<file path="src/rtl/cdb_arbiter.sv">
// Common data bus arbiter: grants one of NUM_SRC producers per cycle and registers its packet onto the bus.
// Define CDB_AGE_BOOST_EN to add per-port age counters that force a grant after MAX_WAIT waiting cycles.
module cdb_arbiter #(
  parameter int NUM_SRC  = 5,
  parameter int DATA_W   = 133,
  parameter int RR_EN    = 1,
  parameter int SRC_W    = 3,
  parameter int MAX_WAIT = 15
) (
  input  logic                      clk,
  input  logic                      rst_n,
  input  logic [NUM_SRC-1:0]        req,
  input  logic [NUM_SRC*DATA_W-1:0] din,
  input  logic                      flush,
  output logic [NUM_SRC-1:0]        gnt,
  output logic [DATA_W-1:0]         dout,
  output logic                      dout_valid,
  output logic [SRC_W-1:0]          dout_src
);

  localparam int IDX_W = (NUM_SRC > 2) ? $clog2(NUM_SRC) : 1;

  if ((2 ** SRC_W) < NUM_SRC || NUM_SRC < 2 || MAX_WAIT < 1) begin : g_param_check
    $error("cdb_arbiter: SRC_W too narrow for NUM_SRC, or NUM_SRC/MAX_WAIT out of range");
  end

  logic [IDX_W-1:0] ptr;
  logic [IDX_W-1:0] win_idx;
  logic             win_any;
  logic             grant_fire;

`ifdef CDB_AGE_BOOST_EN
  localparam int AGE_W = (MAX_WAIT > 1) ? $clog2(MAX_WAIT + 1) : 1;
  localparam logic [AGE_W-1:0] AGE_MAX = AGE_W'(MAX_WAIT);

  logic [AGE_W-1:0]   age [NUM_SRC];
  logic [NUM_SRC-1:0] boosted;

  always_comb begin
    boosted = '0;
    for (int i = 0; i < NUM_SRC; i++) begin
      boosted[i] = req[i] && (age[i] == AGE_MAX);
    end
  end
`endif

  // Rotating search from ptr in RR mode; plain ascending search in fixed mode.
  always_comb begin
    int idx;
    idx     = 0;
    win_any = 1'b0;
    win_idx = '0;
    for (int k = 0; k < NUM_SRC; k++) begin
      idx = (RR_EN != 0) ? ((int'(ptr) + k) % NUM_SRC) : k;
      if (!win_any && req[idx]) begin
        win_any = 1'b1;
        win_idx = IDX_W'(idx);
      end
    end
`ifdef CDB_AGE_BOOST_EN
    if (|boosted) begin
      win_any = 1'b1;
      for (int k = NUM_SRC - 1; k >= 0; k--) begin
        if (boosted[k]) win_idx = IDX_W'(k);
      end
    end
`endif
  end

  assign grant_fire = win_any && !flush && rst_n;
  assign gnt        = grant_fire ? (NUM_SRC'(1) << win_idx) : '0;

  always_ff @(posedge clk or negedge rst_n) begin
    if (!rst_n) begin
      dout       <= '0;
      dout_valid <= 1'b0;
      dout_src   <= '0;
      ptr        <= '0;
    end else begin
      if (grant_fire) begin
        dout       <= din[int'(win_idx) * DATA_W +: DATA_W];
        dout_valid <= 1'b1;
        dout_src   <= SRC_W'(win_idx);
      end else begin
        dout       <= '0;
        dout_valid <= 1'b0;
        dout_src   <= '0;
      end
      if (RR_EN != 0 && grant_fire) begin
        ptr <= (win_idx == IDX_W'(NUM_SRC - 1)) ? '0 : win_idx + IDX_W'(1);
      end
    end
  end

`ifdef CDB_AGE_BOOST_EN
  // Counters hold their value across a flush so waiting ports keep their accumulated age.
  always_ff @(posedge clk or negedge rst_n) begin
    if (!rst_n) begin
      for (int i = 0; i < NUM_SRC; i++) age[i] <= '0;
    end else if (!flush) begin
      for (int i = 0; i < NUM_SRC; i++) begin
        if (!req[i] || gnt[i]) begin
          age[i] <= '0;
        end else if (age[i] != AGE_MAX) begin
          age[i] <= age[i] + AGE_W'(1);
        end
      end
    end
  end
`endif

endmodule

</file>
<file path="config.mk">
export PLATFORM = sky130hd
export DESIGN_NAME = cdb_arbiter
export DESIGN_NICKNAME = d
export VERILOG_FILES = /design/src/rtl/cdb_arbiter.sv
export SDC_FILE = /design/constraint.sdc
export NUM_CORES = 1
export LEC_CHECK = 0
export CORE_AREA = 2 2 313 315
export DETAILED_ROUTE_END_ITERATION = 10
export DIE_AREA = 0 0 315 317
export HOLD_SLACK_MARGIN = 0.05
export SYNTH_ARGS = -nofsm -noshare
export SYNTH_HDL_FRONTEND = slang
export SYNTH_SLANG_ARGS = --single-unit
</file>
<file path="constraint.sdc">
create_clock -name clk -period 16.7 [get_ports clk]
set_input_delay 2.505 -clock clk [delete_from_list [all_inputs] [get_ports clk]]
set_output_delay 2.505 -clock clk [all_outputs]
set_load 0.05 [all_outputs]
</file>
After elaboration in Yosys (flattened, before gate mapping):

Index checks and enable logic that the tools add are counted.

* bits in registers: 140
* latch bits: 0
* memory bits (writable): 0
* memory bits (read-only): 0
* output and inout bits: 142
* memories: 0

* add/sub/neg operators: 5
* $mul: 1
* div/mod/pow operators: 5
* order comparisons: 5
* equality and inequality tests: 1
* shift-type cells: 2
* muxes and demuxes: 30
* bitwise logic cells: 0
* reduce and logical (&&, ||, !) cells: 11

Operators by type and width (count)
* indexed part select 665 x 12 -> 133 bit: 1
* less-than comparator 32 x 5 -> 1 bit (second input constant): 5
* 2-to-1 mux 133 bit: 1
* remainder unit 32 x 4 -> 32 bit (second input constant): 4
* remainder unit 4 x 4 -> 32 bit (second input constant): 1
* 2-to-1 mux 3 bit: 7
* 2-to-1 mux 1 bit: 16
* binary-select mux 1 bit (select 3 bit): 5
* multiplier 3 x 8 -> 11 bit (second input constant): 1
* adder 3 x 2 -> 4 bit (second input constant): 2
* logical AND 1 bit: 6
* logical NOT 1 bit: 5
* 2-to-1 mux 5 bit: 1
* << shifter 1 x 3 -> 5 bit (first input constant): 1
* adder 3 x 1 -> 4 bit (second input constant): 1
* adder 3 x 3 -> 4 bit (second input constant): 1
* adder 3 x 1 -> 3 bit (second input constant): 1
* equality test 3 bit (second input constant): 1

Depth between registers and ports, before layout:

Gate-level depths: netlist (run 1).

* depth in word-level cells: 20
* mapped depth: 27
* gate-level depth less buffers: 21

Worst setup path after synthesis (run 1):

No wires, ideal clock.

* path type: register to output
* start: register ptr[0]
* end: output gnt[4]
* data arrival time: 6.088 ns
* required time: 14.195 ns
* slack: 8.107 ns
* cell stages (with the launch flop): 26
* path buffers: 6
* path through: dfrtp_1 > buf_2 > inv_1 > clkbuf_1 > ha_1 > buf_2 > xnor2_2 > inv_2 > ha_1 > or2_2 > o211ai_1 > and2_1 > inv_1 > ha_1 > mux2_2 > o211a_1 > o21a_1 > o211ai_1 > o211ai_2 > buf_4 > inv_2 > buf_2 > buf_2 > ha_1 > inv_1 > nor3_1

* cells in the longest elaborated chain, start to end: 20
* elaborated cells between the ends (all ways): 46

RTL lines
* from (decl): line 27 `logic [IDX_W-1:0] ptr;`
* from (signal assigned): line 90 `ptr <= (win_idx == IDX_W'(NUM_SRC - 1)) ? '0 : win_idx + IDX_W'(1);`
* branches (longest 19 deep; another with remainder unit 32 x 4 -> 32 bit)
* 2-to-1 mux 5 bit (*): line 71 `assign gnt = grant_fire ? (NUM_SRC'(1) << win_idx) : '0;`
* to (decl): line 15 `output logic [NUM_SRC-1:0] gnt,`

Every way passes the cells marked *. The select of a mux whose other input is x is not followed.

Worst setup path in the final report (run 1):

Same ends and word-level chain as after synthesis.

==> results of run 1 <==
[metrics by stage]
stage,utilization,cells,hold WS (ns),cell area (um^2)
5_1_grt,0.2461,3632,0.9847,23690
3_5_place_dp,0.2395,3597,0.9284,23060
4_1_cts,0.2460,3629,0.9444,23690
6_report,0.2462,3635,0.9371,23700
3_3_place_gp,0.2395,3597,0.9212,23060
2_1_floorplan,-,1719,0.9198,13860
[worst paths after layout]
check                        from       end  slack, ns  cells past startpoint
setup / recovery           ptr[0]    gnt[4]       6.04                     23
hold / removal             ptr[0]    ptr[0]       0.94                      2
setup reg to reg           ptr[0]  dout[94]       8.44                     20
hold reg to reg            ptr[0]    ptr[0]       0.94                      2
max in group asynchronous   rst_n  dout[64]      13.06                      3
min in group asynchronous   rst_n  dout[96]       1.92                      1
[sequential cells by signal, summed over array words and instances (netlist names)]
name,flops
dout_src,3
dout_valid,1
ptr,3
dout,133
[cells by family after synthesis]
family | synth area share
flip-flops | 0.2528
XOR/XNOR | 0.005507
multiplexers | 0.01435
buffers and inverters | 0.1546
AO/OA/AOI/OAI | 0.4549
AND/OR/NAND/NOR | 0.09380
adder cells (fa/ha/maj) | 0.02401
[final cells by class]
class | instances | area, um^2 | area share
multi-input cells | 1035 | 8294 | 0.3499
clock inverters | 13 | 191.4 | 0.008077
flip-flops and latches | 140 | 3503 | 0.1478
well taps | 1276 | 1597 | 0.06736
repair buffers | 862 | 8584 | 0.3622
diodes | 6 | 15.01 | 0.0006335
inverters | 284 | 1084 | 0.04572
clock buffers | 19 | 432.9 | 0.01827
[placed cells by master, fill, tap and decap left out, types with 6 or more instances in the layout]
cell type	synthesis	layout
clkdlybuf4s50_1	0	813
a2111oi_0	400	391
inv_1	281	280
a211oi_1	271	271
dfrtp_1	140	140
nand4_1	134	134
buf_4	6	42
ha_1	25	25
nand2_1	22	21
clkbuf_16	0	17
nor2_1	15	15
nand2b_1	12	12
a21oi_1	12	12
nand3_1	12	12
o21ai_0	9	9
a21o_1	8	8
o211ai_1	7	7
a2111oi_2	2	7
diode_2	0	6
and2_1	6	6
mux2i_1	6	6
buf_12	0	6
[worst reg2reg max path: cells and delay by family (launching register included)]
family,cells,cell delay (ns)
simple gates,2,0.53
mux,1,0.38
buf+inv,7,2.69
flops,1,0.33
fa+ha+maj,3,1.51
compound gates,7,2.60
[per-layer routing]
layer,share of wire,up-vias,GRT usage
li1,-,8199,-
met1,0.44,8941,0.2294
met2,0.45,921,0.2616
met3,0.081,132,0.05165
met4,0.031,10,0.06342
met5,0.00076,-,0
==> flow_metrics.env, run 1 <==
export IMPL_outcome="complete, but fails checks"
export IMPL_violations="max-capacitance violations, max-slew violations"
export IMPL_drive_above_1_share=0.04930
export IMPL_slowest_stage="clkdlybuf4s50_1"
export IMPL_grt_usage=0.1723
export IMPL_synth_top_cell_area_share=0.2528
export IMPL_cp_top_family="buffers and inverters"
export IMPL_required_ns=14.20
export IMPL_fmax_mhz=93.81
export IMPL_grt_overflow_total=0
export IMPL_cts_reportedPaths_clkPinSlew_ns=0.08
export IMPL_finalWorstSetupSlack_ns=6.040
export IMPL_synth_top_cells_by_count="a2111oi_0 (400), inv_1 (281), a211oi_1 (271), clkbuf_1 (192), dfrtp_1 (140)"
export IMPL_dpl_hpwl_um=65660
export IMPL_final_period_utilization=0.6383
export IMPL_maxCapViolCount=1
export IMPL_async_flop_share=1.000
export IMPL_drt_first_pass_iters=7
export IMPL_hold_path_class="reg -> reg"
export IMPL_cts_buffers=17
export IMPL_crit_chain="buf_4 -> inv_1 -> ha_1 -> inv_1 -> ha_1 -> or2_2 -> o211ai_1 -> and2_1 -> inv_1 -> ha_1 -> nand2b_1 -> o2111ai_1 -> o211ai_2 -> a311oi_1 -> o21a_1 -> o211ai_1 -> buf_4 -> a211o_4 -> inv_6 -> ha_1 -> inv_1 -> nor3_1 -> clkdlybuf4s50_1"
export IMPL_dr_total_vias=18203
export IMPL_mappedNetlistArea_mm2=0.01386
export IMPL_root_buffer="clkbuf_16"
export IMPL_fill_cells=10525
export IMPL_clock_sinks=140
export IMPL_synth_area_leader_cell="a2111oi_0"
export IMPL_antenna_found_initial=18
export IMPL_synth_fp_nets=2418
export IMPL_finalSetupViolCount=0
export IMPL_htree_levels=4
export IMPL_place_congestion=0.8783
export IMPL_vias_per_cell=5.008
export IMPL_cts_tree="built"
export IMPL_fp_row_count=114
export IMPL_syn_avg_cell_area_um2=8.063
export IMPL_insertion_delay_ns=0.52
export IMPL_fin_skew_ns=0.01975
export IMPL_period_needed_ns=10.66
export IMPL_arrival_ns=8.16
export IMPL_yosysWarningCount=0
export IMPL_slowest_delay_ns=0.84
export IMPL_crit_path_start_kind="flop"
export IMPL_routed_wirelength_um=90760
export IMPL_cts_setup_buffers=0
export IMPL_grt_max_degree=152
export IMPL_post_synth_num_cell_types=71
export IMPL_die_area_mm2=0.09986
export IMPL_critPathBufInv=8
export IMPL_die_x_um=315
export IMPL_drtIter0Drc=1699
export IMPL_initial_core_util=0.1440
export IMPL_synth_edf_count=0
export IMPL_seq_area_frac_synth=0.2528
export IMPL_cts_buffer_depth=2
export IMPL_die_h_um=317
export IMPL_drcViolationCount=0
export IMPL_slew_limit_headroom=-0.01962
export IMPL_tightest_slew_ns=1.491
export IMPL_hold_violations=0
export IMPL_routedWlPerCell_um=24.97
export IMPL_grt_pass1_vias=17915
export IMPL_pre_cts_ws_ns=6.536
export IMPL_cts_hold_buf=0
export IMPL_synth_area_leaders="a2111oi_0 (25%), dfrtp_1 (25%), a211oi_1 (15%), inv_1 (7.6%), nand4_1 (6.0%)"
export IMPL_fin_nets=3039
export IMPL_core_mm2=0.09628
export IMPL_post_cts_resized=0
export IMPL_synthCells=1719
export IMPL_yosysMostFrequentCell="a2111oi_0"
export IMPL_postRouteAntennaNets=0
export IMPL_grt_pass1_wl_um=126700
export IMPL_drv_slew=1
export IMPL_crit_type="reg -> out"
export IMPL_portBuffers=814
export IMPL_area_growth_pct=71.01
export IMPL_endpoint_kind="primary output"
export IMPL_rsz0062_at_grt="false"
export IMPL_final_setup_tns_ns=0
export IMPL_crit_fanout=44
export IMPL_io_pins=815
export IMPL_ys_ff_latch=140
export IMPL_ys_flop_type="dfrtp_1"
Power of run 1 is left out: the tool's default activity adds up to more than one toggle a clock period on the data nets, which glitch-free logic cannot reach.
==> inputs of run 2 (changes only) <==
Settings changed: CORE_AREA 2 2 313 315 to 2 2 315 317, DIE_AREA 0 0 315 317 to 0 0 317 319.
Clock period 16.7 ns to 10.4 ns, I/O delays scaled along.
==> run 2 against run 1 <==
The flow still finishes with violations (max-capacitance violations, max-slew violations). Clock-buffer cell count fell by 1. Non-clock buffer count fell by 9. Cell count rose by 0.22%. Setup slack got worse by 4.6 ns. Register-to-register slack got worse by 5.8 ns. Hold slack improved by 0.053 ns. First-iteration DRC count fell by 9.4%.
==> flow_metrics.env, run 2 (synthesis gave the netlist of run 1 again) <==
export IMPL_cts_buffer_depth=2
export IMPL_fill_cells=10638
export IMPL_die_area_mm2=0.1011
export IMPL_slew_limit_headroom=-0.02027
export IMPL_drive_above_1_share=0.04608
export IMPL_maxCapViolCount=1
export IMPL_regMostFlops="dout"
export IMPL_insertion_delay_ns=0.51
export IMPL_rsz0062_at_grt="false"
export IMPL_drcViolationCount=0
export IMPL_cp_top_family="buffers and inverters"
export IMPL_final_util=0.2428
export IMPL_htree_levels=4
export IMPL_slowest_stage="clkdlybuf4s50_1"
export IMPL_hold_violations=0
export IMPL_crit_fanout=92
export IMPL_grt_pass1_vias=17978
export IMPL_final_period_utilization=0.8584
export IMPL_antenna_found_initial=17
export IMPL_grt_usage=0.1795
export IMPL_portBuffers=814
export IMPL_rr_startpoint="ptr[1]"
export IMPL_crit_chain="inv_1 -> ha_1 -> inv_1 -> ha_1 -> or2_2 -> o211ai_1 -> and2_1 -> inv_1 -> ha_1 -> nand2b_1 -> o2111ai_1 -> o211ai_2 -> a311oi_1 -> o21a_1 -> o211ai_1 -> o211ai_4 -> buf_12 -> ha_1 -> ha_1 -> and2_1 -> clkdlybuf4s50_1"
export IMPL_mostFrequentLayoutCell="clkdlybuf4s50_1"
export IMPL_initial_core_util=0.1419
export IMPL_io_pins=815
export IMPL_grt_overflow_total=0
export IMPL_core_mm2=0.09770
export IMPL_die_h_um=319
export IMPL_routedWlPerCell_um=25.86
export IMPL_final_cell_mix="clkdlybuf4s50_1 (813), a2111oi_0 (390), inv_1 (280)"
export IMPL_hold_path_class="in -> async"
export IMPL_crit_type="reg -> out"
export IMPL_cts_reportedPaths_clkPinSlew_ns=0.08
export IMPL_root_buffer="clkbuf_16"
export IMPL_final_setup_tns_ns=0
export IMPL_period_needed_ns=8.927
export IMPL_path_common_cell="ha_1"
export IMPL_grt_max_degree=132
export IMPL_top_regs="dout (133), dout_src (3), ptr (3)"
export IMPL_critPathBufInv=5
export IMPL_grt_pass1_wl_um=132900
export IMPL_post_cts_resized=0
export IMPL_arrival_ns=7.37
export IMPL_die_x_um=317
export IMPL_crit_start="ptr[1]"
export IMPL_finalNonFillerCells=3643
export IMPL_required_ns=8.84
export IMPL_dr_total_vias=18388
export IMPL_cts_buffers=17
export IMPL_cts_tree="built"
export IMPL_multiInputGateArea_mm2=0.008308
export IMPL_drt_first_pass_iters=6
export IMPL_fin_skew_ns=0.01461
export IMPL_postRouteAntennaNets=0
export IMPL_tightest_slew_ns=1.527
export IMPL_fin_nets=3030
export IMPL_place_congestion=0.9307
export IMPL_seqCellArea_mm2=0.003503
export IMPL_largest_reg_flops=133
export IMPL_slowest_delay_ns=0.80
export IMPL_clock_sinks=140
export IMPL_drv_slew=2
export IMPL_cts_setup_buffers=0
export IMPL_routed_wirelength_um=94200
export IMPL_fmax_mhz=112.0
export IMPL_fp_row_count=115
export IMPL_drtIter0Drc=1539
export IMPL_dpl_hpwl_um=66270
export IMPL_cts_hold_buf=0
export IMPL_placed_cells=3599
export IMPL_area_growth_pct=71.16
export IMPL_vias_per_cell=5.047
export IMPL_finalSetupViolCount=0
export IMPL_outcome="complete, but fails checks"
export IMPL_violations="max-capacitance violations, max-slew violations"
export IMPL_endpoint_kind="primary output"
export IMPL_crit_path_start_kind="flop"
==> run 2: changes by cell type in the layout (fill, tap and decap cells not counted), moves of 2 or more <==
| cell | previous run | this run |
|---|---|---|
| inv_6 | 4 | 7 |
| a2111oi_2 | 7 | 4 |
| buf_4 | 42 | 27 |
| buf_12 | 6 | 10 |
| clkdlybuf4s18_2 | 0 | 2 |
| a2111oi_1 | 4 | 7 |
| a211oi_1 | 271 | 269 |
| diode_2 | 6 | 12 |
| a211oi_2 | 0 | 2 |
==> run 2: worst register-to-register path, delay by kind of cell, from the launching register on <==
kind	cells	cell delay [ns]
AOI/OAI and AO/OA	7	2.24
adders and majority gates	3	1.42
buffers and inverters	6	2.33
DFF	1	0.65
muxes	1	0.37
and+or+nand+nor	2	0.54
==> run 2: area by class of cell <==
cell class,count,area share
Timing Repair Buffer,853,0.3615
Antenna cell,12,0.001266
Inverter,284,0.04568
Sequential cell,140,0.1477
Multi-Input combinational cell,1035,0.3502
Clock inverter,14,0.007701
Clock buffer,18,0.01809
Tap cell,1287,0.06788
==> run 2: metrics by stage <==
step                      instance area, um^2  worst slack [ns]  hold slack, ns
final                                   23720             1.473          0.9899
after global routing                    23700            0.8621          0.9819
after CTS                               23690             1.428          0.9562
after detailed placement                23080             2.039          0.9836
after global placement                  23040             2.146          0.9989
after floorplan                         13860             2.752          0.9198
==> run 2: path summary, 6_finish.rpt <==
kind / endpoint / slack, ns / depth (start not counted)
worst max-delay path: gnt[3] / 1.47 / 21
worst min-delay path: dout[9] / 0.99 / 1
worst max register to register: dout[30] / 2.66 / 19
worst min register to register: ptr[0] / 1.01 / 2
max in group asynchronous: dout[67] / 7.76 / 3
min in group clk: ptr[0] / 1.01 / 2
==> run 2: metal layers <==
metal  track usage  part of all wire  up-vias
li1              -                 -     8188
met1        0.2454              0.44     9041
met2        0.2661              0.44     1026
met3       0.05358             0.090      123
met4       0.06027             0.025       10
met5             0           0.00073        -
Power of run 2 is left out for the same reason.
